File: src/rtl/display_pkg.sv
// ---------------------------------------------------------------------------
// display_pkg : shared constants, state type and hex glyphs for the scanner
// Revision    : 1.0
// ---------------------------------------------------------------------------
`default_nettype none

package display_pkg;

  localparam int NUM_DIGITS = 4;

  typedef enum logic [0:0] {
    IDLE = 1'b0,
    SCAN = 1'b1
  } scan_state_t;

  // Active-low {g,f,e,d,c,b,a}
  localparam logic [6:0] GLYPH_0 = 7'h40;
  localparam logic [6:0] GLYPH_1 = 7'h79;
  localparam logic [6:0] GLYPH_2 = 7'h24;
  localparam logic [6:0] GLYPH_3 = 7'h30;
  localparam logic [6:0] GLYPH_4 = 7'h19;
  localparam logic [6:0] GLYPH_5 = 7'h12;
  localparam logic [6:0] GLYPH_6 = 7'h02;
  localparam logic [6:0] GLYPH_7 = 7'h78;
  localparam logic [6:0] GLYPH_8 = 7'h00;
  localparam logic [6:0] GLYPH_9 = 7'h10;
  localparam logic [6:0] GLYPH_A = 7'h08;
  localparam logic [6:0] GLYPH_B = 7'h03;
  localparam logic [6:0] GLYPH_C = 7'h46;
  localparam logic [6:0] GLYPH_D = 7'h21;
  localparam logic [6:0] GLYPH_E = 7'h06;
  localparam logic [6:0] GLYPH_F = 7'h0E;

  localparam logic [6:0] SEG_BLANK = 7'h7F;
  localparam logic [3:0] AN_OFF    = 4'hF;

endpackage

`default_nettype wire

File: src/rtl/hex_to_7seg.sv
// ---------------------------------------------------------------------------
// hex_to_7seg : combinational nibble to active-low seven-segment glyph
// Revision    : 1.0
// ---------------------------------------------------------------------------
`default_nettype none

module hex_to_7seg
  import display_pkg::*;
(
  input  logic [3:0] hex,
  output logic [6:0] seg_n
);

  always_comb begin
    seg_n = SEG_BLANK;
    case (hex)
      4'h0: seg_n = GLYPH_0;
      4'h1: seg_n = GLYPH_1;
      4'h2: seg_n = GLYPH_2;
      4'h3: seg_n = GLYPH_3;
      4'h4: seg_n = GLYPH_4;
      4'h5: seg_n = GLYPH_5;
      4'h6: seg_n = GLYPH_6;
      4'h7: seg_n = GLYPH_7;
      4'h8: seg_n = GLYPH_8;
      4'h9: seg_n = GLYPH_9;
      4'hA: seg_n = GLYPH_A;
      4'hB: seg_n = GLYPH_B;
      4'hC: seg_n = GLYPH_C;
      4'hD: seg_n = GLYPH_D;
      4'hE: seg_n = GLYPH_E;
      4'hF: seg_n = GLYPH_F;
      default: seg_n = SEG_BLANK;
    endcase
  end

endmodule

`default_nettype wire

File: src/rtl/display_scan_ctrl.sv
// ---------------------------------------------------------------------------
// display_scan_ctrl : 4-digit multiplexed 7-seg scanner with valid/ready load
//                     and frame-aligned update. Option: DISPLAY_LEADING_ZERO_BLANK_EN
// Revision          : 1.0
// ---------------------------------------------------------------------------
`default_nettype none

module display_scan_ctrl
  import display_pkg::*;
#(
  parameter int REFRESH_DIV = 100000
) (
  input  logic        clk,
  input  logic        reset_n,
  input  logic        enable,
  input  logic        in_valid,
  output logic        in_ready,
  input  logic [15:0] in_number,
  output logic [3:0]  an_n,
  output logic [6:0]  seg_n
);

  localparam int PRE_W = (REFRESH_DIV > 2) ? $clog2(REFRESH_DIV) : 1;
  localparam int DIG_W = $clog2(NUM_DIGITS);
  localparam logic [PRE_W-1:0] PRE_LAST = PRE_W'(REFRESH_DIV - 1);
  localparam logic [DIG_W-1:0] DIG_LAST = DIG_W'(NUM_DIGITS - 1);

  scan_state_t      state, state_next;
  logic [PRE_W-1:0] prescaler;
  logic [DIG_W-1:0] digit;
  logic             pending;
  logic [15:0]      pending_num;
  logic [15:0]      display_num;
  logic             tick;
  logic             frame_end;
  logic             load_display;
  logic             accept;
  logic [3:0]       nibble;
  logic [6:0]       glyph;
  logic             blank_digit;

  always_ff @(posedge clk or negedge reset_n) begin
    if (!reset_n) state <= IDLE;
    else          state <= state_next;
  end

  always_comb begin
    state_next = state;
    case (state)
      IDLE:    if (enable)  state_next = SCAN;
      SCAN:    if (!enable) state_next = IDLE;
      default: state_next = IDLE;
    endcase
  end

  assign tick         = (state == SCAN) && (prescaler == PRE_LAST);
  assign frame_end    = tick && (digit == DIG_LAST);
  // Updates only land between frames so a number is never shown half old/half new.
  assign load_display = pending && ((state == IDLE) || frame_end);
  assign in_ready     = !pending;
  assign accept       = in_valid && in_ready;

  always_ff @(posedge clk or negedge reset_n) begin
    if (!reset_n) begin
      prescaler <= '0;
      digit     <= '0;
    end else if (state == IDLE) begin
      prescaler <= '0;
      digit     <= '0;
    end else if (tick) begin
      prescaler <= '0;
      digit     <= digit + DIG_W'(1);
    end else begin
      prescaler <= prescaler + PRE_W'(1);
    end
  end

  always_ff @(posedge clk or negedge reset_n) begin
    if (!reset_n) begin
      pending     <= 1'b0;
      pending_num <= '0;
      display_num <= '0;
    end else if (load_display) begin
      pending     <= 1'b0;
      display_num <= pending_num;
    end else if (accept) begin
      pending     <= 1'b1;
      pending_num <= in_number;
    end
  end

  always_comb begin
    nibble = display_num[3:0];
    case (digit)
      2'd0:    nibble = display_num[15:12];
      2'd1:    nibble = display_num[11:8];
      2'd2:    nibble = display_num[7:4];
      default: nibble = display_num[3:0];
    endcase
  end

  hex_to_7seg u_hex_to_7seg (
    .hex   (nibble),
    .seg_n (glyph)
  );

`ifdef DISPLAY_LEADING_ZERO_BLANK_EN
  // Blank a digit when it and every digit to its left are zero; rightmost always shown.
  always_comb begin
    blank_digit = 1'b0;
    case (digit)
      2'd0:    blank_digit = (display_num[15:12] == 4'h0);
      2'd1:    blank_digit = (display_num[15:8]  == 8'h00);
      2'd2:    blank_digit = (display_num[15:4]  == 12'h000);
      default: blank_digit = 1'b0;
    endcase
  end
`else
  assign blank_digit = 1'b0;
`endif

  always_ff @(posedge clk or negedge reset_n) begin
    if (!reset_n) begin
      an_n  <= AN_OFF;
      seg_n <= SEG_BLANK;
    end else if ((state == SCAN) && enable) begin
      an_n  <= ~(4'b1000 >> digit);
      seg_n <= blank_digit ? SEG_BLANK : glyph;
    end else begin
      an_n  <= AN_OFF;
      seg_n <= SEG_BLANK;
    end
  end

endmodule

`default_nettype wire

File: config.mk
export PLATFORM = sky130hd
export DESIGN_NAME = display_scan_ctrl
export DESIGN_NICKNAME = d
export VERILOG_FILES = /design/src/rtl/display_pkg.sv /design/src/rtl/hex_to_7seg.sv /design/src/rtl/display_scan_ctrl.sv
export SDC_FILE = /design/constraint.sdc
export NUM_CORES = 1
export LEC_CHECK = 0
export ABC_AREA = 1
export CORE_MARGIN = 2
export CORE_UTILIZATION = 51
export CTS_BUF_LIST = sky130_fd_sc_hd__clkbuf_16
export DETAILED_ROUTE_END_ITERATION = 12
export PLACE_DENSITY = 0.76
export SLEW_MARGIN = 30
export SYNTH_ARGS = -nofsm -noshare
export SYNTH_HDL_FRONTEND = slang
export SYNTH_SLANG_ARGS = --single-unit
File: constraint.sdc
create_clock -name clk -period 2.1 [get_ports clk]
set_clock_uncertainty 0.1 [all_clocks]
set_input_delay 0.42 -clock clk [delete_from_list [all_inputs] [get_ports clk]]
set_output_delay 0.42 -clock clk [all_outputs]
set_load 0.005 [all_outputs]
==> results of run 1 <==
sequential cells by signal, indices dropped and copies added, names as in the netlist:
| name | cells |
|---|---|
| display_num | 16 |
| state | 1 |
| prescaler | 17 |
| pending_num | 16 |
| seg_n | 7 |
| digit | 2 |
| an_n | 4 |
| pending | 1 |
how the worst max path moves through the flow:
stage / slack (ns) / depth (start not counted) / from / end
after global routing: -0.03 / 13 / digit[0]$_DFFE_PN0P_ / seg_n[3]$_DFF_PN1_
final: 0.09 / 11 / digit[1]$_DFFE_PN0P_ / seg_n[3]$_DFF_PN1_
after global placement: 0.18 / 11 / digit[1]$_DFFE_PN0P_ / seg_n[3]$_DFF_PN1_
after detailed placement: 0.05 / 12 / digit[0]$_DFFE_PN0P_ / seg_n[3]$_DFF_PN1_
after floorplan: 0.02 / 11 / digit[0]$_DFFE_PN0P_ / seg_n[3]$_DFF_PN1_
after CTS: 0.06 / 11 / digit[1]$_DFFE_PN0P_ / seg_n[3]$_DFF_PN1_
cell usage in the layout, fill, tap and decap left out, types with 4 or more instances in the layout:
cell type / n
sky130_fd_sc_hd__nand2_1: 113
sky130_fd_sc_hd__dfrtp_1: 52
sky130_fd_sc_hd__nor2_1: 49
sky130_fd_sc_hd__nand3_1: 41
sky130_fd_sc_hd__clkdlybuf4s50_1: 30
sky130_fd_sc_hd__inv_1: 19
sky130_fd_sc_hd__mux2_2: 16
sky130_fd_sc_hd__dfstp_2: 11
sky130_fd_sc_hd__clkbuf_16: 9
sky130_fd_sc_hd__buf_4: 8
sky130_fd_sc_hd__ha_1: 6
sky130_fd_sc_hd__ha_2: 6
sky130_fd_sc_hd__nor3_1: 4
sky130_fd_sc_hd__xor2_1: 4
sky130_fd_sc_hd__clkinv_1: 4
sky130_fd_sc_hd__nor2_2: 4
synthesized netlist by cell type:
cell type	number	area share
sky130_fd_sc_hd__nand2_1	113	0.13
sky130_fd_sc_hd__dfrtp_1	53	0.42
sky130_fd_sc_hd__nor2_1	51	0.060
sky130_fd_sc_hd__nand3_1	42	0.066
sky130_fd_sc_hd__inv_1	20	0.024
sky130_fd_sc_hd__mux2_2	16	0.057
sky130_fd_sc_hd__ha_1	12	0.047
sky130_fd_sc_hd__dfstp_2	11	0.091
sky130_fd_sc_hd__nor3_1	4	0.0063
sky130_fd_sc_hd__xor2_1	4	0.011
sky130_fd_sc_hd__a21oi_1	3	0.0047
sky130_fd_sc_hd__buf_2	3	0.0047
sky130_fd_sc_hd__buf_6	3	0.011
sky130_fd_sc_hd__nand4_1	3	0.0059
sky130_fd_sc_hd__clkinv_1	2	0.0024
sky130_fd_sc_hd__inv_2	2	0.0024
sky130_fd_sc_hd__nand2_2	2	0.0039
sky130_fd_sc_hd__nand2_4	2	0.0071
sky130_fd_sc_hd__nand3_2	2	0.0063
sky130_fd_sc_hd__nor2_2	2	0.0039
sky130_fd_sc_hd__nor2_4	2	0.0071
sky130_fd_sc_hd__nor3b_1	2	0.0047
sky130_fd_sc_hd__o21ai_0	2	0.0031
sky130_fd_sc_hd__or2_1	2	0.0039
sky130_fd_sc_hd__or2_2	2	0.0039
sky130_fd_sc_hd__and2_1	1	0.0020
sky130_fd_sc_hd__clkbuf_1	1	0.0012
sky130_fd_sc_hd__inv_4	1	0.0020
sky130_fd_sc_hd__nor3_2	1	0.0031
sky130_fd_sc_hd__o21bai_1	1	0.0024
sky130_fd_sc_hd__xnor2_1	1	0.0028
area by class of cell:
| cell class | instances | area (um^2) | share of cell area |
|---|---|---|---|
| clock inverters | 7 | 38.8 | 0.00995 |
| clock buffers | 9 | 225 | 0.0578 |
| multi-input cells | 270 | 1440 | 0.370 |
| well taps | 75 | 93.8 | 0.0241 |
| repair buffers | 40 | 385 | 0.0988 |
| inverters | 25 | 96.3 | 0.0247 |
| flip-flops and latches | 64 | 1620 | 0.415 |
power by group through the flow:
stage / clock network (W) / registers (W) / logic, W
floorplan: 0 / 0.00155 / 0.000440
global placement: 0 / 0.00158 / 0.000628
detailed placement: 0 / 0.00159 / 0.000650
CTS: 0.00132 / 0.00158 / 0.000659
global route: 0.00138 / 0.00160 / 0.000771
finish: 0.00129 / 0.00158 / 0.000677
cell families (layout without fill, tap and decap cells):
family | Yosys count | in the layout | synth area share
AO/OA/AOI/OAI | 6 | 6 | 0.0102
flip-flops | 64 | 64 | 0.508
AND/OR/NAND/NOR | 231 | 231 | 0.318
buffers and inverters | 32 | 81 | 0.0468
multiplexers | 16 | 16 | 0.0566
XOR/XNOR | 5 | 5 | 0.0138
adder cells (fa/ha/maj) | 12 | 12 | 0.0472
layer usage:
layer,global-route usage,up-vias,share of wire
met2,0.309,69,0.48
met4,0.107,0,0.026
li1,-,1261,-
met1,0.244,1153,0.45
met5,0,-,0
met3,0.0517,19,0.047
repair_timing:
action | in CTS | in global routing
resized for setup | 0 | 11
buffers inserted | 0 | 2
endpoints found under the setup margin | 0 | 7
hold buffers | 0 | 0
metrics by stage:
step | instance area (um^2) | util
floorplan | 3180 | -
detailed placement | 3590 | 0.600
global placement | 3590 | 0.600
global route | 3900 | 0.651
CTS | 3860 | 0.644
finish | 3900 | 0.651
==> run summary, run 1 <==
The final reports fail on hold timing. The pin count of the biggest net entering global routing came out at 65. The maximum clock frequency came out at 0.496 GHz. Of the synthesized area, sequential elements account for 0.508. The share of power burned in registers came out at 0.445. The number of H-tree branching levels came out at 3. The netlist uses 31 different library cells. The detail-routed via count per cell came out at 5.11. The global routing usage summed across all routing layers is 0.195. The DRC violation count after routing is 0. In this run the remaining antenna-violating nets after routing total 0. Of all nets on the critical path, the largest fanout is 8. The count of cells along the worst register-to-register path is 11. The startpoint identified for the worst register-to-register timing path is digit[1]$_DFFE_PN0P_. Setup total negative slack on the finished layout was measured at 0 ns. The width of the chip came out at 83.0 um. The synthesized netlist net count is 398. The vertical extent of the die came out at 83.0 um.

The proportion of layout cells with a drive suffix above 1 is 0.188. On the final layout, the worst hold slack is -0.00974 ns. The initial core utilization is 0.531. The number of maximum-capacitance violations came out at 0. The sort of element at the start of the critical path is a flip-flop. The actual transition at the worst max-transition pin is 0.398 ns. The headroom to the max-slew limit is 0.735. Of the available clock period, the critical path in the final layout requires 0.959. The net switching component of the power came out at 0.000991 W. Counting along the longest clock path gives a buffer depth of 2.

The number of global-route vias before repair is 2392. The critical path goes through ha_2, inv_2, or2_2, o21ai_0, buf_4, inv_1, ha_2, nand3_2, nand3_1, nand2_1, nand2_1. The mean cell area of the mapped netlist is 8.69 um^2. The worst min-delay path class is in2async. The flip-flop and latch count after synthesis is 64. The internal power of the cells totals 0.00256 W. The capturing point of the worst reg2reg path is seg_n[3]$_DFF_PN1_. The post-route minimum period came out at 2.01 ns. The placement row count came out at 28. The leakage power of the design is 1.81 nW. The cell area after synthesis came out at 3180 um^2. The number of fillers in the final layout is 489. The detailed router finished its first iteration with 112 violations. Power spread over the standard cell area amounts to 911 nW/um^2. The hold violation total from the final report is 7. In the final routed layout, each cell accounts on average for 12.7 um. The number of detailed-route iterations in the first pass came out at 4.

The tree is rooted in a sky130_fd_sc_hd__clkbuf_16. The detailed placer's ending HPWL came out at 4320 um. The total global routing overflow came out at 0.

The global placement routability congestion came out at 0.878. The later pin in the worst-skew pair is clocked with a latency of 0.33 ns. The warning count from the yosys run is 0. The slowest stage of the critical path is the sky130_fd_sc_hd__dfrtp_1 cell. In the post-route analysis, the smallest setup slack over all paths is 0.0857 ns. Counting every sink on the clock net gives 64. The number of buffers created by CTS came out at 9. The number of diodes is 0. The fraction of power consumed by combinational cells came out at 0.191. The type of element capturing the critical path is a flip-flop. At the worst endpoint, the arrival time is 2.16 ns. Broken down by cell family, the worst path's largest delay share belongs to simple AND/OR/NAND/NOR gates. The relative contribution of the clock network to total power came out at 0.365. Clock-pin slew was measured on the worst setup and hold paths at 0.05 ns.

The number of vias in the routed layout is 2502. The worst vdd rail ir drop is 0.551 mV. The run finished, with violations left. The final max-slew violation count came out at 0. The I/O pin count came out at 32. On the worst path, the slowest cell contributes a delay of 0.42 ns. The critical path buffer and inverter count came out at 3. The fraction of power spent switching nets came out at 0.279. Wires add up to 6200 um. The setup path with the least slack is of type reg2reg. Setup repair after global routing could not meet its margin everywhere.

The internal reg-to-reg setup slack came out at 0.09 ns. After layout, the design draws a total of 0.00355 W. The post-placement cell count came out at 472. The worst setup timing slack at the placement stage came out at 0.0526 ns. The first global-routing pass estimated 10800 um of wire. The filler-free cell count of the finished design came out at 490. The count of port buffers added during placement came out at 31. The critical path required time came out at 2.25 ns. The net total in the final layout came out at 442. The TritonCTS clock tree is done. The number of antenna violations at the first check in global routing is 0.

The placeable core region came out at 5990 um^2. Setup violations remaining at the end of the flow were counted as 0. The cell count after synthesis came out at 366. The full die area came out at 6890 um^2.

Relative to the synthesized area, the layout overhead comes to 22.5%.
(Power assumes the default switching activity.)
==> run 2, diff against run 1 <==
--- a/config.mk
+++ b/config.mk
@@ -9,8 +9,9 @@
 export CORE_MARGIN = 2
 export CORE_UTILIZATION = 51
 export CTS_BUF_LIST = sky130_fd_sc_hd__clkbuf_16
+export CTS_CLUSTER_DIAMETER = 120
 export DETAILED_ROUTE_END_ITERATION = 12
-export PLACE_DENSITY = 0.76
+export PLACE_DENSITY = 0.79
 export SLEW_MARGIN = 30
 export SYNTH_ARGS = -nofsm -noshare
 export SYNTH_HDL_FRONTEND = slang
==> run 2 against run 1 <==
Effect of this change: global-route usage grew 0.88 points; register-to-register slack better by 0.03 ns; clock power grew 33%; via count increased by 2.6%; largest power group is now clock; the run now ends clean; critical endpoint unchanged; critical path depth is 2 higher; die area unchanged; non-clock buffer count increased by 5; sequential share of layout area fell by 1.3 points; count of clock-buffer cells in the layout unchanged; routed wire length is 6.2% higher.
==> run summary, run 2 (synthesized netlist as in run 1, its figures left out) <==
The count of routing violations after the opening detailed-route iteration came out at 139. At the pin with the least slew margin, the transition time is 0.463 ns. The global placement routability congestion is 0.897. The number of diodes is 0.

The placeable core region is 5990 um^2. The worst setup path is captured at a flip-flop. After layout, the minimum clock period comes to 1.98 ns. Data on the critical path is required at its endpoint by 2.27 ns. Compared with the post-synthesis result, the final layout area differs by 26.6%. The number of sinks handled by clock tree synthesis is 64. The detailed placer's ending HPWL is 4460 um. The clock-pin slew on the worst setup and hold paths is 0.05 ns.

The total detailed-routing wirelength is 6590 um. For this configuration, the core starts out at a cell density of 0.531. The number of fillers in the final layout is 473. In the routed design, unresolved DRC markers number 0. The first global-routing pass estimated 11200 um of wire. Of all nets on the critical path, the largest fanout is 5. After detailed placement, the total cell area comes to 3590 um^2. The number of antenna violations at the first check in global routing came to 0. The total global routing overflow came out at 0. The number of detailed-route iterations in the first pass came out at 4. The worst hold path belongs to the class reg2reg. The data arrival time of the worst path is 2.15 ns. The number of vias in the routed layout came out at 2568.

The hold violation total from the final report is 0. From left edge to right edge, the die measures 83.0 um. The flip-flop count of the largest register after layout came out at 17. The sort of element at the start of the critical path is a flip-flop.

The register ranked first by flip-flop count is prescaler. Setup violations remaining at the end of the flow were counted as 0. The routed wirelength normalized by instance count is 13.3 um. The number of global-route vias before repair is 2609.

The full die area came out at 6890 um^2. The final max-slew violation count is 0. In the final layout, the registers with the most flip-flops are prescaler (17), display_num (16), pending_num (16). Leaving out fill and tap cells, the most frequent cell in the layout is sky130_fd_sc_hd__nand2_1. Derived from the worst setup path, the maximum achievable clock frequency is 0.505 GHz. The headroom to the max-slew limit came out at 0.691.

The I/O pin count came out at 32. In the global route stage, overall resource usage came out at 0.204. The critical path is of the reg2reg type. The floorplan step set the die height to 83.0 um. The net total in the final layout is 447. The pin count of the biggest net entering global routing came out at 38. The total power divided by cell area came out at 998 nW/um^2. Of the cells placed in the final design, the portion with a size suffix greater than 1 is 0.200. The worst vdd rail ir drop came out at 0.681 mV. The count of port buffers added during placement is 31. Setup repair after global routing could not meet its margin everywhere.

Of the available clock period, the critical path in the final layout requires 0.943. The number of buffers created by CTS is 9. The top cell types in the final layout, fill and taps aside, are sky130_fd_sc_hd__nand2_1, sky130_fd_sc_hd__dfrtp_1, sky130_fd_sc_hd__nor2_1, sky130_fd_sc_hd__nand3_1, sky130_fd_sc_hd__clkdlybuf4s50_1. Max-cap violations in this run came to 0. Clock tree synthesis selected as its root buffer the cell sky130_fd_sc_hd__clkbuf_16. The leakage power of the design came out at 1.87 nW.

The detail-routed via count per cell is 5.19. CTS built an H-tree with a depth of 3. The finished cells cover 4030 um^2.

The later pin in the worst-skew pair is clocked with a latency of 0.33 ns. The number of buffers on the longest clock path came out at 2. In this run the remaining antenna-violating nets after routing total 0. The initialized floorplan defines 28 standard-cell rows. The run finished with clean final reports. TritonCTS built the clock tree. The aggregate negative setup slack came out at 0 ns.
-- run 2: worst max-delay path: stages, from the launching register on --
cell	delay, ns
sky130_fd_sc_hd__dfrtp_2	0.43
sky130_fd_sc_hd__inv_2	0.09
sky130_fd_sc_hd__ha_2	0.19
sky130_fd_sc_hd__buf_4	0.13
sky130_fd_sc_hd__nand2_1	0.05
sky130_fd_sc_hd__nand2_1	0.05
sky130_fd_sc_hd__nor2_1	0.04
sky130_fd_sc_hd__nor2_2	0.14
sky130_fd_sc_hd__buf_4	0.15
sky130_fd_sc_hd__ha_1	0.17
sky130_fd_sc_hd__nand3_1	0.14
sky130_fd_sc_hd__nand3_1	0.13
sky130_fd_sc_hd__nand2_1	0.05
sky130_fd_sc_hd__nand2_1	0.05
-- run 2: final cells by class --
class                   count  area (um^2)  area share
flip-flops and latches     64         1620       0.402
multi-input cells         270         1460       0.363
repair buffers             45          413       0.103
clock buffers               9          225      0.0559
clock inverters             7          120      0.0298
inverters                  25         96.3      0.0239
well taps                  75         93.8      0.0233
-- run 2: metrics by stage --
stage	util	setup slack (ns)	hold slack (ns)	cells	power [W]
finish	0.672	0.119	0.371	495	0.00402
global route	0.672	-0.0409	0.399	495	0.00422
CTS	0.659	0.00994	0.373	490	0.00397
global placement	0.599	-0.0877	0.342	473	0.00220
detailed placement	0.599	-0.277	0.352	473	0.00224
floorplan	-	0.0240	0.0244	366	0.00199
-- run 2: report_power, final --
part / total [W] / internal [W] / switching (W) / leakage [nW]
clock: 0.00171 / 0.00116 / 0.000548 / 0.166
combinational: 0.000736 / 0.000350 / 0.000386 / 0.915
sequential: 0.00158 / 0.00146 / 0.000118 / 0.786
total: 0.00402 / 0.00297 / 0.00105 / 1.87
-- run 2: timing repair --
action | 4_1_cts | 5_1_grt
endpoints found under the setup margin | 7 | 7
hold buffers | 1 | 0
pin swaps | 0 | 7
endpoints found under the hold margin | 14 | 0
resized for setup | 3 | 11
setup buffers | 0 | 5
-- run 2: metal layers --
layer / vias to the layer above / wire, um / track usage
met2: 70 / 3350 / 0.345
met4: 0 / 149 / 0.104
met5: - / 0 / 0
met1: 1216 / 2810 / 0.237
li1: 1266 / - / -
met3: 16 / 281 / 0.0567
-- run 2: final timing paths --
path                                           to  cells past startpoint                   start  slack [ns]
max                            seg_n[3]$_DFF_PN1_                     13    digit[0]$_DFFE_PN0P_        0.12
min                        prescaler[0]$_DFF_PN0_                      1  prescaler[0]$_DFF_PN0_        0.37
max reg2reg                    seg_n[3]$_DFF_PN1_                     13    digit[0]$_DFFE_PN0P_        0.12
min reg2reg                prescaler[0]$_DFF_PN0_                      1  prescaler[0]$_DFF_PN0_        0.37
max in group asynchronous      seg_n[4]$_DFF_PN1_                      3                 reset_n        0.97
min in group asynchronous  prescaler[9]$_DFF_PN0_                      3                 reset_n        0.52
==> edit 1 (flow settings as in run 1) <==
Put one more register stage on the output `seg_n`, without a reset. The value now appears one clock later. The other outputs are not delayed to match.
--- a/src/rtl/display_scan_ctrl.sv
+++ b/src/rtl/display_scan_ctrl.sv
@@ -26,2 +26,4 @@
   localparam logic [DIG_W-1:0] DIG_LAST = DIG_W'(NUM_DIGITS - 1);
+
+  logic [6:0] seg_n_s0;
 
@@ -124,10 +126,14 @@
       an_n  <= AN_OFF;
-      seg_n <= SEG_BLANK;
+      seg_n_s0 <= SEG_BLANK;
     end else if ((state == SCAN) && enable) begin
       an_n  <= ~(4'b1000 >> digit);
-      seg_n <= blank_digit ? SEG_BLANK : glyph;
+      seg_n_s0 <= blank_digit ? SEG_BLANK : glyph;
     end else begin
       an_n  <= AN_OFF;
-      seg_n <= SEG_BLANK;
+      seg_n_s0 <= SEG_BLANK;
     end
+  end
+
+  always_ff @(posedge clk) begin
+    seg_n <= seg_n_s0;
   end
Formal check against the unedited RTL: not equivalent (a bounded check fails within 4 cycles, from zero or initial values and one cycle with reset_n low).
==> edit 1 against run 1 <==
The flow still finishes with violations (hold timing). Wire length rose by 4.7%. Total power rose by 13%. Worst setup slack lost 0.0085 ns. Clock power grew 22%. Synthesized cell count up 1.9%. Sequential cell count rose by 7. Synthesized area grew 4.4%. Final area rose by 5.9%. Maximum frequency fell by 0.42%. Utilization is 0.32 points higher. Critical endpoint is now seg_n_s0[0]$_DFF_PN1_. Highest routed layer unchanged.
==> edit 1: results (changes against run 1) <==
Outcome
The run finished, with violations left. The final reports fail on hold timing.

Logic synthesis
The distinct cell type count after synthesis is 32 (+3.2%). After synthesis, the most frequently instantiated cells are sky130_fd_sc_hd__nand2_1 (113), sky130_fd_sc_hd__dfrtp_1 (53), sky130_fd_sc_hd__nor2_1 (51). The XOR/XNOR share of the synthesized area is 0.0132 (-0.000581). The arithmetic-cell share of the synthesized area counting full adders, half adders and majority gates is 0.0452 (-0.00199). The average footprint of a synthesized cell is 8.91 µm² (+2.4%).

The synthesized netlist net count is 405 (+1.8%). The compound-gate portion of the synthesized area is 0.00979 (-0.000431). By area the synthesized netlist is led by sky130_fd_sc_hd__dfrtp_1 (40%), sky130_fd_sc_hd__nand2_1 (13%), sky130_fd_sc_hd__dfstp_2 (8.7%). The share of flip-flops with an asynchronous set or reset was 0.901 (-0.0986). The share of synthesized area occupied by flip-flops and latches is 0.528 (+0.0208). The multiplexer area fraction after synthesis is 0.0542 (-0.00239).

Detailed routing
The overall routed net length is 6500 µm (+4.7%). The first-pass iteration count of the detailed router is 5 (+1). The total number of vias is 2,558 (+2.2%). The via count normalized by instance count is 5.13 (+0.39%). The total met3 wirelength after detailed routing is 286 µm (-2.7%). The wire length on met1 was 2790 µm (about the same). The total length of routed met2 wires is 3250 µm (+10%).

The initial detailed-routing violation count was 216 (+93%).

STA
The worst slack on hold paths is -0.0142 ns (-0.00449 ns). The final-report hold violation count came to 10 (+3). The slew at the pin closest to its max-slew limit is 0.427 ns (+0.0295 ns).

Layout
The layout cell share with drive strength beyond 1 is 0.187 (-0.000748). The number of nets in the final layout is 449 (+1.6%). The filler cell count is 529 (+8.2%).

Worst setup path
The worst setup path endpoint is seg_n_s0[0]$_DFF_PN1_. The cell with the biggest individual delay on the critical path is sky130_fd_sc_hd__dfrtp_2. The path depth of the worst reg2reg path is 11 (unchanged). The startpoint of the worst setup timing path is digit[0]$_DFFE_PN0P_.

Power
The static leakage power is 1.89 nW (+4.4%). The highest ir drop seen on vdd came to 0.605 mV (+9.8%). The clock share of power was 0.396 (+0.031). The switching power of the nets is 0.00104 W (+4.6%). The clock distribution power is 0.00158 W (+22%).

The power consumed by sequential cells was 0.00174 W (+10%).

GRT
The met1 layer usage reported by global route came to 0.252 (+0.00782). The first-pass GRT wire length was 11,000 µm (+2.2%). The overall fraction of global-route tracks in use is 0.194 (-0.00144).

The met2 track demand over resource is 0.311 (+0.00273). The via count of the first global-routing pass is 2,452 (+2.5%).

Placed design
The instance count after placement with tap cells included was 481 (+1.9%). The setup slack at placement was 0.104 ns (+0.0513 ns). The final weighted congestion in routability-driven placement was 0.828 (-5.7%). The half-perimeter wire length of the detailed placement result is 4360 µm (+0.93%).
## edit 1: cell types whose count changed in the layout (fill, tap and decap cells not counted), sizes merged
| cell | change |
|---|---|
| clkinv | -3 |
| clkinvlp | +1 |
| bufinv | +2 |
| dfxtp | +7 |
## edit 1: stage by stage
stage	hold slack, ns	instance area [µm²]	TNS (ns)
3_3_place_gp	0.286	3740	0
6_report	-0.0142	4130	0
3_5_place_dp	0.287	3740	0
2_1_floorplan	0.0244	3320	0
5_1_grt	0.0251	4130	-0.0333
4_1_cts	0.0123	4050	0
## edit 1: timing repair
item                       4_1_cts  5_1_grt
setup buffers                    0        2
setup endpoints to repair        0        5
resized for setup                0       17
hold endpoints to repair         0        0
## edit 1: layout make-up
class	count	area share
Sequential cell	71	0.426
Multi-Input combinational cell	270	0.358
Timing Repair Buffer	40	0.0933
Clock buffer	9	0.0545
Inverter	25	0.0239
Tap cell	77	0.0233
Clock inverter	7	0.0212
==> edit 2 (config.mk and constraints of run 1) <==
Without the edit above. Set the package constant `NUM_DIGITS` to 16 (it was 4).
--- a/src/rtl/display_pkg.sv
+++ b/src/rtl/display_pkg.sv
@@ -8,3 +8,3 @@
 
-  localparam int NUM_DIGITS = 4;
+  localparam int NUM_DIGITS = 16;
 
Check against the original RTL: no difference found for any inputs over 10 cycles, from zero or initial values and one cycle with reset_n low; that may be too few to reach the edited logic, so the function may still have changed.
==> edit 2 against run 1 <==
First-iteration DRC count grew 44%. Critical endpoint unchanged. Clock power grew 15%. Worst setup slack gained 0.0070 ns. Final area grew 9.1%. Highest routed layer unchanged. Sequential cell count grew 2. Synthesized area grew 4.1%. Total power grew 7.9%. Wire length grew 11%.
==> edit 2: results (changes against run 1) <==
Layout
The number of nets in the final layout is 463 (+4.8%).

CTS
The post-CTS setup-driven buffer insertion count came to 1 (+1). The number of gates given a new drive strength after cts is 3 (+3). The count of hold-fix buffers inserted at cts is 1 (+1).

Detailed routing
The via count normalized by instance count is 5.26 (+3.0%). The total met3 wirelength after detailed routing is 232 µm (-21%). The initial detailed-routing violation count came to 161 (+44%). The overall routed net length was 6880 µm (+11%).

The total number of vias came to 2,702 (+8.0%).

Worst setup path
The largest driver fanout on the critical path is 6 (-2). In this run the critical register-to-register path is launched from digit[0]$_DFFE_PN0P_.

GRT
The overall fraction of global-route tracks in use is 0.202 (+0.00655). The first-pass GRT wire length is 11,800 µm (+9.3%). The met3 layer usage reported by global route is 0.0334 (-0.0183).

The via count of the first global-routing pass is 2,624 (+9.7%). The met2 track demand over resource is 0.330 (+0.0213). The met1 layer usage reported by global route is 0.272 (+0.0279).

The pin count of the biggest net entering global routing is 26 (-60%).

Logic synthesis
By area the synthesized netlist is led by sky130_fd_sc_hd__dfrtp_1 (42%), sky130_fd_sc_hd__nand2_1 (10%), sky130_fd_sc_hd__nand3_1 (8.9%). By count the netlist is led by sky130_fd_sc_hd__nand2_1 (88), sky130_fd_sc_hd__nand3_1 (59), sky130_fd_sc_hd__dfrtp_1 (55). The compound-gate portion of the synthesized area is 0.0359 (+0.0257). The synthesized netlist net count is 407 (+2.3%). The distinct cell type count after synthesis is 29 (-6.5%). The multiplexer area fraction after synthesis is 0.0544 (-0.00220). The XOR/XNOR share of the synthesized area is 0.0159 (+0.00211).

STA
The worst slack on hold paths is 0.361 ns (+0.371 ns). The worst slew margin relative to its limit is 0.635 (-0.100).

Placed design
The setup slack at placement came to -0.155 ns (-0.208 ns). The post-placement cell area was 3780 µm² (+5.3%). The final weighted congestion in routability-driven placement is 0.884 (+0.63%). The half-perimeter wire length of the detailed placement result came to 4940 µm (+14%).

Power
The highest ir drop seen on vdd is 0.673 mV (+22%).

Outcome
The flow ran to the end, and the final reports show no timing, DRC or antenna violations.
## edit 2: changes by cell type in the layout (fill, tap and decap cells not counted), moves of 4 or more
| cell | run 1 | this run |
|---|---|---|
| sky130_fd_sc_hd__nand2_2 | 2 | 6 |
| sky130_fd_sc_hd__nand2_1 | 113 | 84 |
| sky130_fd_sc_hd__inv_2 | 3 | 11 |
| sky130_fd_sc_hd__nand3_1 | 41 | 59 |
| sky130_fd_sc_hd__nor2_2 | 4 | 8 |
| sky130_fd_sc_hd__nor2_1 | 49 | 36 |
| sky130_fd_sc_hd__buf_4 | 8 | 17 |
| sky130_fd_sc_hd__ha_2 | 6 | 0 |
| sky130_fd_sc_hd__o21ai_1 | 0 | 4 |
| sky130_fd_sc_hd__a21oi_1 | 3 | 7 |
| sky130_fd_sc_hd__ha_4 | 0 | 4 |
## edit 2: cell type report
| type | instances | area [µm²] |
|---|---|---|
| Clock buffer | 9 | 225 |
| Clock inverter | 7 | 77.6 |
| Fill cell | 512 | 2060 |
| Inverter | 35 | 134 |
| Multi-Input combinational cell | 269 | 1570 |
| Sequential cell | 66 | 1670 |
| Tap cell | 77 | 96.3 |
| Timing Repair Buffer | 51 | 483 |
## edit 2: power by group through the flow
| stage | clock [W] | combinational [W] | sequential [W] |
|---|---|---|---|
| after floorplan | 0 | 0.000465 | 0.00159 |
| after global placement | 0 | 0.000654 | 0.00163 |
| after detailed placement | 0 | 0.000675 | 0.00163 |
| after CTS | 0.00151 | 0.000693 | 0.00161 |
| after global routing | 0.00155 | 0.000843 | 0.00164 |
| final | 0.00148 | 0.000736 | 0.00162 |
